### config.mk
export PLATFORM = sky130hd
export DESIGN_NAME = led_pattern_seq
export DESIGN_NICKNAME = d
export VERILOG_FILES = /design/src/rtl/led_pattern_seq.sv
export SDC_FILE = /design/constraint.sdc
export NUM_CORES = 1
export LEC_CHECK = 0
export CAP_MARGIN = 20
export CORE_MARGIN = 4
export CORE_UTILIZATION = 50
export DETAILED_ROUTE_END_ITERATION = 7
export PLACE_DENSITY = 0.73
export SYNTH_ARGS = -nofsm -noshare
export SYNTH_HDL_FRONTEND = slang
export SYNTH_SLANG_ARGS = --single-unit
export TNS_END_PERCENT = 10
### constraint.sdc
create_clock -name clk -period 2.2 [get_ports clk]
set_clock_uncertainty 0.1 [all_clocks]
set_input_delay 0.22 -clock clk [delete_from_list [all_inputs] [get_ports clk]]
set_output_delay 0.22 -clock clk [all_outputs]
set_load 0.005 [all_outputs]
### src/rtl/led_pattern_seq.sv
// LED pattern sequencer: turns the divider's slow square wave into a one-cycle
// tick, steps an off/blink/chase/bounce pattern on it and PWM-gates the LEDs.
module led_pattern_seq #(
  parameter int N_LED    = 8,
  parameter int PWM_BITS = 4
) (
  input  logic                clk,
  input  logic                rst,
  input  logic                div_clk,
  input  logic                en,
  input  logic [1:0]          mode,
  input  logic [PWM_BITS-1:0] brightness,
  output logic                tick,
  output logic [N_LED-1:0]    led
);

  localparam int POS_W = (N_LED > 2) ? $clog2(N_LED) : 1;

  localparam logic [1:0] MODE_OFF    = 2'd0;
  localparam logic [1:0] MODE_BLINK  = 2'd1;
  localparam logic [1:0] MODE_CHASE  = 2'd2;
  localparam logic [1:0] MODE_BOUNCE = 2'd3;

  localparam logic DIR_UP   = 1'b0;
  localparam logic DIR_DOWN = 1'b1;

  localparam logic [POS_W-1:0] POS_LAST = POS_W'(N_LED - 1);
  localparam logic [N_LED-1:0] ONE_HOT0 = N_LED'(1);

  logic                sync1_q, sync2_q, prev_q, tick_q;
  logic [PWM_BITS-1:0] cnt_q;
  logic [N_LED-1:0]    pattern_q, pattern_d;
  logic [POS_W-1:0]    pos_q, pos_d;
  logic                dir_q, dir_d;
  logic [1:0]          cur_mode_q, cur_mode_d;
  logic [N_LED-1:0]    led_q, led_d;
  logic                rise;
  logic                pwm_on;

  assign rise   = sync2_q & ~prev_q;
  assign pwm_on = (cnt_q < brightness) || (&brightness);

  // A tick with a new mode requested loads that mode's start state instead of stepping.
  always_comb begin
    cur_mode_d = cur_mode_q;
    pattern_d  = pattern_q;
    pos_d      = pos_q;
    dir_d      = dir_q;
    if (rise && en) begin
      if (mode != cur_mode_q) begin
        cur_mode_d = mode;
        case (mode)
          MODE_BLINK:  pattern_d = '1;
          MODE_CHASE:  pattern_d = ONE_HOT0;
          MODE_BOUNCE: begin
            pos_d     = '0;
            dir_d     = DIR_UP;
            pattern_d = ONE_HOT0;
          end
          default:     pattern_d = '0;
        endcase
      end else begin
        case (cur_mode_q)
          MODE_BLINK:  pattern_d = ~pattern_q;
          MODE_CHASE:  pattern_d = {pattern_q[N_LED-2:0], pattern_q[N_LED-1]};
          MODE_BOUNCE: begin
            if (dir_q == DIR_UP) begin
              if (pos_q == POS_LAST) begin
                dir_d = DIR_DOWN;
                pos_d = pos_q - 1'b1;
              end else begin
                pos_d = pos_q + 1'b1;
              end
            end else if (pos_q == '0) begin
              dir_d = DIR_UP;
              pos_d = pos_q + 1'b1;
            end else begin
              pos_d = pos_q - 1'b1;
            end
            pattern_d = ONE_HOT0 << pos_d;
          end
          default:     pattern_d = '0;
        endcase
      end
    end
  end

  for (genvar gi = 0; gi < N_LED; gi++) begin : g_led
    assign led_d[gi] = en & pattern_q[gi] & pwm_on;
  end

  always_ff @(posedge clk or negedge rst) begin
    if (!rst) begin
      sync1_q    <= 1'b0;
      sync2_q    <= 1'b0;
      prev_q     <= 1'b0;
      tick_q     <= 1'b0;
      cnt_q      <= '0;
      pattern_q  <= '0;
      pos_q      <= '0;
      dir_q      <= DIR_UP;
      cur_mode_q <= MODE_OFF;
      led_q      <= '0;
    end else begin
      sync1_q    <= div_clk;
      sync2_q    <= sync1_q;
      prev_q     <= sync2_q;
      tick_q     <= rise;
      cnt_q      <= cnt_q + 1'b1;
      pattern_q  <= pattern_d;
      pos_q      <= pos_d;
      dir_q      <= dir_d;
      cur_mode_q <= cur_mode_d;
      led_q      <= led_d;
    end
  end

  assign tick = tick_q;
  assign led  = led_q;

endmodule

==> impl_metrics.csv <==
group,metric,value,unit
outcome,status,"complete, no violations",
clocking,root_buffer,"clkbuf_4",
floorplanning,start_util,53.0,%
yosys,ys.flop_type,"dfrtp_1",
yosys,syn_inst,172,
yosys,syn-mean-instance-area,9.49,um^2
drt,postRouteAntennaNets,0,
grt,antenna_found_initial,0,
yosys,synth_fa_ha_area_share,6.13,%
grt,grt_max_degree,31,
yosys,async_reset_ff_share,100,%
floorplanning,die_width,65.1,um
drt,drt_first_pass_iters,4,
finish,final_nets,214,
timing,maxSlewViolCount,0,
timing,max_slew_margin,63.6,%
finish,regArea,751,um^2
finish,stdcell_area,1920,um^2
pwr,peakVddDrop,348,uV
finish,areaGrowthSynthToFinish,17.7,%
timing,hold_slack,0.169,ns
clocking,cts_buffers,5,
yosys,synth_edf_count,0,
worst_setup_path,path_class,"reg2reg",
floorplanning,die_area,4240,um^2
timing,final.setup.tns,0,ns
worst_setup_path,worst_ep_required_time,2.35,ns
yosys,synth_top_family_by_area,"compound AO/OA/AOI/OAI gates",
timing,rsz0062_at_grt,"false",
yosys,ys_seq_area_share,46.0,%
timing,fin_ws,0.148,ns
floorplanning,fp.dieH,65.1,um
yosys,synth_simple_gate_area_share,19.8,%
yosys,syn_nets,190,
worst_setup_path,crit_path_max_fanout,9,
placement,hpwl,2510,um
timing,min_period_over_period,93.3,%
clocking,clk_pin_slew,0.08,ns
pwr,total_power,1.32,mW
finish,antenna_cells,0,
placement,place_congestion,0.860,
yosys,muxShareOfSynthArea,0.690,%
clocking,hold_buffers,0,
timing,worstMarginPinSlew,0.542,ns
pwr,powerDensity,686,nW/um^2
clocking,max-clock-path-buffers,2,
placement,post-place-ws,0.0807,ns
finish,fillers,271,
placement,placed_cell_area,1880,um^2
yosys,synthDistinctLibCells,37,
clocking,ctsResizeCount,0,
clocking,htreeDepth,2,
drt,drtIter0Drc,68,
timing,finalSetupViolCount,0,
finish,multiInputGateArea,803,um^2
drt,route.detailed.drc,0,
clocking,insertion_delay,0.33,ns
floorplanning,core_area,3080,um^2
placement,portBuffers,18,
drt,via_count,1381,
drt,totalWireLength,3390,um
floorplanning,ios,19,
worst_hold_path,hp-class,"in2async",
yosys,synth_warnings,0,
grt,grtUsageTotal,18.8,%
worst_setup_path,worstSetupEndpointType,"register",
pwr,p_leak,0.842,nW
run,maxCapViolCount,0,
timing,max_freq,0.487,GHz
grt,grt_pass1_vias,1376,
worst_setup_path,critPathLaunchType,"register",
yosys,synth_compound_gate_area_share,21.5,%
yosys,ys_ff_latch,30,
clocking,tritoncts,"built",
yosys,synth_area,1630,um^2
grt,grt_pass1_wl,6130,um
grt,overflow,0,
drt,routed_via_density,5.75,
yosys,synth-xor-area-share,1.07,%
floorplanning,placementRows,20,
timing,finalHoldViolCount,0,
clocking,cts_setup_buffers,0,
timing,layout_min_cycle_time,2.05,ns
finish,drive_gt1_share,8.16,%
drt,post_drt_wl_per_cell,14.1,um
worst_setup_path,cp.arrival,2.20,ns
clocking,clock-sinks,30,
## logic make-up after synthesis
logic type,count (synthesis)
and+or+nand+nor,59
AOI/OAI and AO/OA,55
DFF,30
buffers and inverters,17
adders and majority gates,8
xor gates and xnor gates,2
muxes,1
## stage by stage
| stage | util (%) | instances |
|---|---|---|
| 4_1_cts | 62.4 | 240 |
| 3_5_place_dp | 60.9 | 233 |
| 5_1_grt | 62.4 | 240 |
| 6_report | 62.4 | 240 |
| 2_1_floorplan | - | 172 |
| 3_3_place_gp | 60.9 | 233 |
## final cells by class
class	instances	area share, %
Multi-Input combinational cell	125	41.8
Timing Repair Buffer	25	12.1
Tap cell	44	2.87
Clock buffer	7	2.35
Sequential cell	30	39.1
Inverter	9	1.76
## Yosys cell counts (2+ instances only)
library cell  instances  area [um^2]
dfrtp_1              30          751
a21o_1                3         22.5
o21ai_1               4         20.0
ha_1                  8          100
o21ai_0              20          100
a22o_1                2         17.5
buf_2                 2         10.0
or3_1                 3         18.8
nand2b_1              3         18.8
nor2_1               11         41.3
a211oi_1              7         52.6
nand2_1               7         26.3
nand3_1              15         75.1
a21oi_1              11         55.1
and3b_1               2         17.5
clkbuf_1              4         15.0
a21boi_1              2         15.0
nand3b_1              8         60.1
nor2b_1               3         18.8
inv_1                 9         33.8
nor3_1                2         10.0
## per-layer routing
layer	track usage (%)	vias up	wire [um]
met4	9.33	0	72
li1	-	667	-
met5	0	-	0
met3	4.62	7	186
met1	23.6	670	1470
met2	30.1	37	1660
## sequential cells by signal, summed over array words and instances (netlist names)
signal,flops
led,8
pattern_q,8
cnt_q,4
pos_q,3
cur_mode_q,2
dir_q,1
prev_q,1
sync1_q,1
sync2_q,1
tick,1
## power breakdown
part	switching, mW	leakage [nW]	internal, mW
registers	0.0854	0.379	0.625
logic	0.164	0.438	0.156
clock network	0.168	0.0254	0.120
## placed cells by master, fill, tap and decap left out, types with 2 or more instances in the layout
cell             count
a211oi_1             7
a21boi_1             2
a21o_1               3
a21oi_1             11
a22o_1               2
and3b_1              2
buf_4                7
clkbuf_1             2
clkbuf_4             5
clkdlybuf4s50_1     18
dfrtp_1             30
ha_1                 8
inv_1                9
nand2_1              7
nand2b_1             3
nand3_1             15
nand3b_1             8
nor2_1              11
nor2b_1              3
nor3_1               2
o21ai_0             20
o21ai_1              4
or3_1                3
## final timing paths
kind	from	end	slack, ns	cells past startpoint
hold reg to reg	sync1_q	sync2_q	0.28	0
setup reg to reg	pos_q[0]	pattern_q[7]	0.15	6
min in group clk	div_clk	sync1_q	0.23	1
hold / removal	rst	led[5]	0.17	2
setup / recovery	pos_q[0]	pattern_q[7]	0.15	6
max in group asynchronous	rst	pos_q[0]	1.55	2
## critical path, cell delays in order, from the launching register on
cell and delay (ns):
dfrtp_1 0.47, inv_1 0.11, ha_1 0.25, a22o_1 0.27, a221oi_4 0.45, nand3_1 0.16, a21oi_1 0.18
No activity file was read; power rests on OpenSTA's default activity.
